===== src/rtl/sync_fifo_if.sv =====
// Handshake bundle between a producer/consumer and sync_fifo.
// Producer/consumer side is master; the FIFO itself is slave.
interface sync_fifo_if #(
  parameter int DATA_WIDTH = 8,
  parameter int ADDR_WIDTH = 4
);
  logic                  CLEAR;
  logic                  WR_EN;
  logic [DATA_WIDTH-1:0] WR_DATA;
  logic                  RD_EN;
  logic [DATA_WIDTH-1:0] RD_DATA;
  logic                  RD_VALID;
  logic                  FULL;
  logic                  EMPTY;
  logic                  ALMOST_FULL;
  logic                  ALMOST_EMPTY;
  logic [ADDR_WIDTH:0]   COUNT;
  logic                  OVERFLOW;
  logic                  UNDERFLOW;

  modport master (
    output CLEAR, WR_EN, WR_DATA, RD_EN,
    input  RD_DATA, RD_VALID, FULL, EMPTY,
    input  ALMOST_FULL, ALMOST_EMPTY, COUNT,
    input  OVERFLOW, UNDERFLOW
  );

  modport slave (
    input  CLEAR, WR_EN, WR_DATA, RD_EN,
    output RD_DATA, RD_VALID, FULL, EMPTY,
    output ALMOST_FULL, ALMOST_EMPTY, COUNT,
    output OVERFLOW, UNDERFLOW
  );
endinterface


===== src/rtl/sync_fifo.sv =====
// Single-clock FIFO with registered read data, occupancy
// count, almost thresholds and sticky over/underflow flags.
module sync_fifo #(
  parameter int DATA_WIDTH   = 8,
  parameter int ADDR_WIDTH   = 4,
  parameter int AFULL_LEVEL  = 12,
  parameter int AEMPTY_LEVEL = 4
) (
  input logic      CLK,
  input logic      RESET,
  sync_fifo_if.slave bus
);
  localparam int DEPTH = 2 ** ADDR_WIDTH;
  localparam int CW    = ADDR_WIDTH + 1;

  typedef logic [DATA_WIDTH-1:0] word_t;
  typedef logic [ADDR_WIDTH-1:0] ptr_t;
  typedef logic [CW-1:0]         cnt_t;

  if (!(AEMPTY_LEVEL >= 0 &&
        AEMPTY_LEVEL < AFULL_LEVEL &&
        AFULL_LEVEL <= DEPTH)) begin : g_bad_levels
    $error("sync_fifo: need 0 <= AEMPTY < AFULL <= DEPTH");
  end

  word_t mem [DEPTH];
  ptr_t  wptr_q;
  ptr_t  rptr_q;
  cnt_t  count_q;
  cnt_t  count_d;
  word_t rd_data_q;
  logic  rd_valid_q;
  logic  ovf_q;
  logic  unf_q;
  logic  full;
  logic  empty;
  logic  wr_ok;
  logic  rd_ok;

  // Status decodes of the registered count.
  always_comb begin
    full  = (count_q == cnt_t'(DEPTH));
    empty = (count_q == '0);
  end

  // Accept decisions; CLEAR suppresses both requests.
  always_comb begin
    wr_ok = bus.WR_EN & ~full  & ~bus.CLEAR;
    rd_ok = bus.RD_EN & ~empty & ~bus.CLEAR;
  end

  // Occupancy next-state.
  always_comb begin
    count_d = count_q;
    unique case ({wr_ok, rd_ok})
      2'b10:   count_d = count_q + cnt_t'(1);
      2'b01:   count_d = count_q - cnt_t'(1);
      default: count_d = count_q;
    endcase
  end

  // Storage array; contents survive reset.
  always_ff @(posedge CLK) begin
    if (wr_ok) mem[wptr_q] <= bus.WR_DATA;
  end

  // Pointers, count, read register and sticky flags.
  always_ff @(posedge CLK or negedge RESET) begin
    if (!RESET) begin
      wptr_q     <= '0;
      rptr_q     <= '0;
      count_q    <= '0;
      rd_data_q  <= '0;
      rd_valid_q <= 1'b0;
      ovf_q      <= 1'b0;
      unf_q      <= 1'b0;
    end else if (bus.CLEAR) begin
      wptr_q     <= '0;
      rptr_q     <= '0;
      count_q    <= '0;
      rd_valid_q <= 1'b0;
      ovf_q      <= 1'b0;
      unf_q      <= 1'b0;
    end else begin
      count_q    <= count_d;
      rd_valid_q <= rd_ok;
      if (wr_ok) wptr_q <= wptr_q + ptr_t'(1);
      if (rd_ok) begin
        rd_data_q <= mem[rptr_q];
        rptr_q    <= rptr_q + ptr_t'(1);
      end
      if (bus.WR_EN & full)  ovf_q <= 1'b1;
      if (bus.RD_EN & empty) unf_q <= 1'b1;
    end
  end

  // Drive the interface outputs.
  always_comb begin
    bus.RD_DATA      = rd_data_q;
    bus.RD_VALID     = rd_valid_q;
    bus.FULL         = full;
    bus.EMPTY        = empty;
    bus.ALMOST_FULL  = (count_q >= cnt_t'(AFULL_LEVEL));
    bus.ALMOST_EMPTY = (count_q <= cnt_t'(AEMPTY_LEVEL));
    bus.COUNT        = count_q;
    bus.OVERFLOW     = ovf_q;
    bus.UNDERFLOW    = unf_q;
  end
endmodule


===== src/flat_wrapper.sv =====
// flat-port wrapper written by rule: the top's interface ports become plain ports
module sync_fifo_flat 
#(
  parameter int DATA_WIDTH   = 8,
  parameter int ADDR_WIDTH   = 4,
  parameter int AFULL_LEVEL  = 12,
  parameter int AEMPTY_LEVEL = 4
)
  (CLK, RESET, bus_CLEAR, bus_WR_EN, bus_WR_DATA, bus_RD_EN, bus_RD_DATA, bus_RD_VALID, bus_FULL, bus_EMPTY, bus_ALMOST_FULL, bus_ALMOST_EMPTY, bus_COUNT, bus_OVERFLOW, bus_UNDERFLOW);
  sync_fifo_if #(.DATA_WIDTH(DATA_WIDTH), .ADDR_WIDTH(ADDR_WIDTH)) bus_i ();
  input logic CLK;
  input logic RESET;
  input wire logic [$bits(bus_i.CLEAR)-1:0] bus_CLEAR;
  input wire logic [$bits(bus_i.WR_EN)-1:0] bus_WR_EN;
  input wire logic [$bits(bus_i.WR_DATA)-1:0] bus_WR_DATA;
  input wire logic [$bits(bus_i.RD_EN)-1:0] bus_RD_EN;
  output wire logic [$bits(bus_i.RD_DATA)-1:0] bus_RD_DATA;
  output wire logic [$bits(bus_i.RD_VALID)-1:0] bus_RD_VALID;
  output wire logic [$bits(bus_i.FULL)-1:0] bus_FULL;
  output wire logic [$bits(bus_i.EMPTY)-1:0] bus_EMPTY;
  output wire logic [$bits(bus_i.ALMOST_FULL)-1:0] bus_ALMOST_FULL;
  output wire logic [$bits(bus_i.ALMOST_EMPTY)-1:0] bus_ALMOST_EMPTY;
  output wire logic [$bits(bus_i.COUNT)-1:0] bus_COUNT;
  output wire logic [$bits(bus_i.OVERFLOW)-1:0] bus_OVERFLOW;
  output wire logic [$bits(bus_i.UNDERFLOW)-1:0] bus_UNDERFLOW;
  assign bus_i.CLEAR = bus_CLEAR;
  assign bus_i.WR_EN = bus_WR_EN;
  assign bus_i.WR_DATA = bus_WR_DATA;
  assign bus_i.RD_EN = bus_RD_EN;
  assign bus_RD_DATA = bus_i.RD_DATA;
  assign bus_RD_VALID = bus_i.RD_VALID;
  assign bus_FULL = bus_i.FULL;
  assign bus_EMPTY = bus_i.EMPTY;
  assign bus_ALMOST_FULL = bus_i.ALMOST_FULL;
  assign bus_ALMOST_EMPTY = bus_i.ALMOST_EMPTY;
  assign bus_COUNT = bus_i.COUNT;
  assign bus_OVERFLOW = bus_i.OVERFLOW;
  assign bus_UNDERFLOW = bus_i.UNDERFLOW;
  sync_fifo #(.DATA_WIDTH(DATA_WIDTH), .ADDR_WIDTH(ADDR_WIDTH), .AFULL_LEVEL(AFULL_LEVEL), .AEMPTY_LEVEL(AEMPTY_LEVEL)) u_core (.CLK(CLK), .RESET(RESET), .bus(bus_i));
endmodule

===== config.mk =====
export PLATFORM = sky130hd
export DESIGN_NAME = sync_fifo_flat
export DESIGN_NICKNAME = d
export VERILOG_FILES = /design/src/rtl/sync_fifo_if.sv /design/src/rtl/sync_fifo.sv /design/src/flat_wrapper.sv
export SDC_FILE = /design/constraint.sdc
export NUM_CORES = 1
export LEC_CHECK = 0
export ABC_AREA = 1
export ABC_CLOCK_PERIOD_IN_PS = 4700
export BUFFER_PORTS_ARGS = -buffer_cell sky130_fd_sc_hd__buf_4
export CORE_ASPECT_RATIO = 1.25
export CORE_MARGIN = 2
export CORE_UTILIZATION = 40
export CTS_CLUSTER_DIAMETER = 60
export DETAILED_ROUTE_END_ITERATION = 16
export SYNTH_ARGS = -nofsm -noshare
export SYNTH_HDL_FRONTEND = slang
export SYNTH_SLANG_ARGS = --single-unit

===== constraint.sdc =====
create_clock -name CLK -period 4.7 [get_ports CLK]
set_input_delay 0.94 -clock CLK [delete_from_list [all_inputs] [get_ports CLK]]
set_output_delay 0.94 -clock CLK [all_outputs]
set_load 0.01 [all_outputs]

==> results.md <==
- Final Critical Period: 2.41 ns
- #FFs+latches synth: 152
- Startpoint Class: flop
- Congestion Overflow GR: 0
- Placer Congestion: 0.831
- Clock slew at reported path FFs: ~0.060 ns
- Main synth FF type: edfxtp_1
- # rows: 51
- Worst-Margin Slew: 1.26 ns
- Total CTS buffers: 17
- Fraction of power consumed by sequential logic: 39.4%
- DP HPWL: 9540 µm
- Pwr dens: 563 mW/mm²
- Commonest non-fill, non-tap cell in the layout: edfxtp_1
- Max cap viols: 0
- Period utilisation layout: 51.4%
- DR vias/cell: 5.52
- CP endpoint kind: flop
- Worst-path maximum fanout: 8
- Inst Count DP: 727
- CP Class: flop to flop
- Post-route ant nets: 0
- Maximum VDD drop: 0.336 mV
- Synth Area in Compound Gates: between 10% and 20%
- Fin Clk Skew: 0.0141 ns
- Non-Filler Instances: about 760
- Final WL: 15500 µm
- Post-Synth XOR/XNOR Area: less than 1%
- Clk sinks: 152
- R2r setup slk: 2.29 ns
- FMAX: 0.414 GHz
- Delay-heaviest family, CP: simple AND/OR/NAND/NOR gates
- CP cell instances: nor2_2 > nand3_2 > nand2_4 > inv_4 > nand2_1 > nor3_1
- Buffers on Ports: 32
- Crit path buf inv count: 1
- Worst hold-check path type: input pin to async pin
- DR iter-0 viols: around 380
- Comb pwr share: 26.2%
- Internal: 2.82 mW
- Setup TNS: 0 ns
- Synthesized cell area: 0.00629 mm²
- Avg Inst Size Synth: between 10 and 15 µm²
- DRC: 0
- NetSw: 1.32 mW
- Commonest non-fill, non-tap cells in the layout: edfxtp_1, nor2_1, o21ai_0, buf_4, nand2_1
- Number of flops mapped to enable cells by yosys: 128
- Die area: 0.0167 mm²
- Synthesized Nets: 526
- Seq/Total Area, Yosys: just over 70%
- Crit path largest cell delay: approximately 0.98 ns
- Area grow syn2layout: 17.0%
- RSZ-0062 raised after global routing: false
- Post-CTS Setup Bufs: 0
- H-tree depth: 4
- Wire per inst: ~20 µm
- Mux cell area share after synthesis: 0%
- Pre-antenna DRT Iters: 6
- GRT Util Overall: 19.6%
- Leak pwr: 2.56 nW
- CTS Root Cell: clkbuf_16
- Worst setup path endpoint: u_core.mem[12][7]
- FFs w/ async S/R, synth: 15.8%
- Distinct cells, synth: 31
- Crit-path slowest cell: nor3_1
- Worst r2r dst: u_core.mem[12][7]
- Vias in the first global route: roughly 4k
- Worst path required time: about 4.7 ns
- Adder-Cell Fraction of Synth Area: 1.39%
- Hold Vio Cnt, Final: 0
- Largest family of logic cells by synthesized area: compound AO/OA/AOI/OAI gates
- Post-Synth Simple-Gate Area: between 10% and 20%
- CTS tree: built
- Boundary Pins: 33
- CTS Hold Buffers Added: 0
- Nets: 554
- Post-CTS Resized: 0
- Reg-to-reg critical path startpoint: u_core.bus.COUNT[0]
- Clock network power share: 34.5%
- Initial antenna violation count: 0
- Clock Latency Late Sink: 0.42 ns
- Share of cells above drive strength 1: 15.2%
- Die width: 116 µm
- Largest net degree at the start of global routing: 67
- CP Depth: 6
- Sw Ratio: a little under a third
- Worst EP arrival: 2.44 ns
- Outcome: completed
- Critical Path Start: u_core.bus.COUNT[0]
- Max-Slew Margin vs Limit: between 10% and 20%
- Die Ht: 144 µm
- Starting Density: 40.5%
- Synth warn: 0
- Final worst setup slack: between 2 and 2.5 ns
- Syn Inst Count: 506
- Antenna cell count: 0
- Place WS: 1.96 ns
- Clk buf depth: 2
- Total power: 4.14 mW
- Max-slew violations: 0
- Reg2Reg Depth: 6
- First-pass GRT wire length: 23700 µm
- Final setup fails: 0
- Vias: 4186
- Core ar.: 0.0155 mm²
## cells by family after synthesis
kind of cell    count (synthesis)
compound gates                136
fa+ha+maj                       7
simple gates                  159
buf+inv                        50
xor+xnor                        2
flops                         152
## cells in the mapped netlist, types with 7 or more instances
cell type / n / area (µm²)
dfrtp_1: 24 / 601
o221ai_1: 20 / 175
nand2_1: 31 / 116
o22ai_1: 13 / 81.3
o21ai_0: 61 / 305
inv_1: 17 / 63.8
edfxtp_1: 128 / 3840
o21a_1: 8 / 60.1
buf_2: 7 / 35.0
o21ai_1: 17 / 85.1
clkbuf_1: 18 / 67.6
nor2_1: 80 / 300
o211ai_1: 12 / 90.1
nand3_1: 24 / 120
nor3_1: 12 / 60.1
ha_1: 7 / 87.6
## stage by stage
stage	hold slack [ns]	cell area (µm²)	util, %
2_1_floorplan	0.526	6290	-
3_3_place_gp	0.488	6710	43.3
3_5_place_dp	0.485	6710	43.3
4_1_cts	0.415	7350	47.4
5_1_grt	0.423	7350	47.4
6_report	0.416	7350	47.4
## power by group through the flow
stage                     clock network [mW]  logic [mW]  registers, mW
final                                   1.43        1.08           1.63
after global routing                    1.50        1.20           1.64
after floorplan                            0       0.660           1.66
after global placement                     0        1.07           1.65
after detailed placement                   0        1.08           1.65
after CTS                               1.44        1.09           1.63
## per-layer routing
metal | GRT usage [%] | share of wire (%) | up-vias
met5 | 0 | 0 | -
met3 | 4.61 | 5.7 | 21
li1 | - | - | 1922
met4 | 7.08 | 2.0 | 0
met2 | 32.8 | 52 | 129
met1 | 24.9 | 41 | 2114
## registers in the layout, summed over array words and instances, names as in the netlist
| register | count |
|---|---|
| u_core.mem | 128 |
| u_core.rptr_q | 4 |
| u_core.bus.UNDERFLOW | 1 |
| u_core.wptr_q | 4 |
| u_core.bus.RD_DATA | 8 |
| u_core.bus.RD_VALID | 1 |
| u_core.bus.COUNT | 5 |
| u_core.bus.OVERFLOW | 1 |
## worst min path at each step
stage                                from                     to  cells past startpoint
floorplan             u_core.bus.OVERFLOW    u_core.bus.OVERFLOW                      2
global placement    u_core.bus.RD_DATA[4]  u_core.bus.RD_DATA[4]                      1
detailed placement  u_core.bus.RD_DATA[5]  u_core.bus.RD_DATA[5]                      1
CTS                                 RESET  u_core.bus.RD_DATA[6]                      1
global route                        RESET    u_core.bus.COUNT[0]                      1
finish                              RESET    u_core.bus.COUNT[4]                      1
## final cells by class
type                            instances  area (µm²)
Sequential cell                       152        4450
Inverter                               24        95.1
Multi-Input combinational cell        304        1640
Clock buffer                           25         572
Clock inverter                          7        72.6
Tap cell                              212         265
Fill cell                            1348        8150
Timing Repair Buffer                   35         263
No activity file was read; power rests on OpenSTA's default activity.
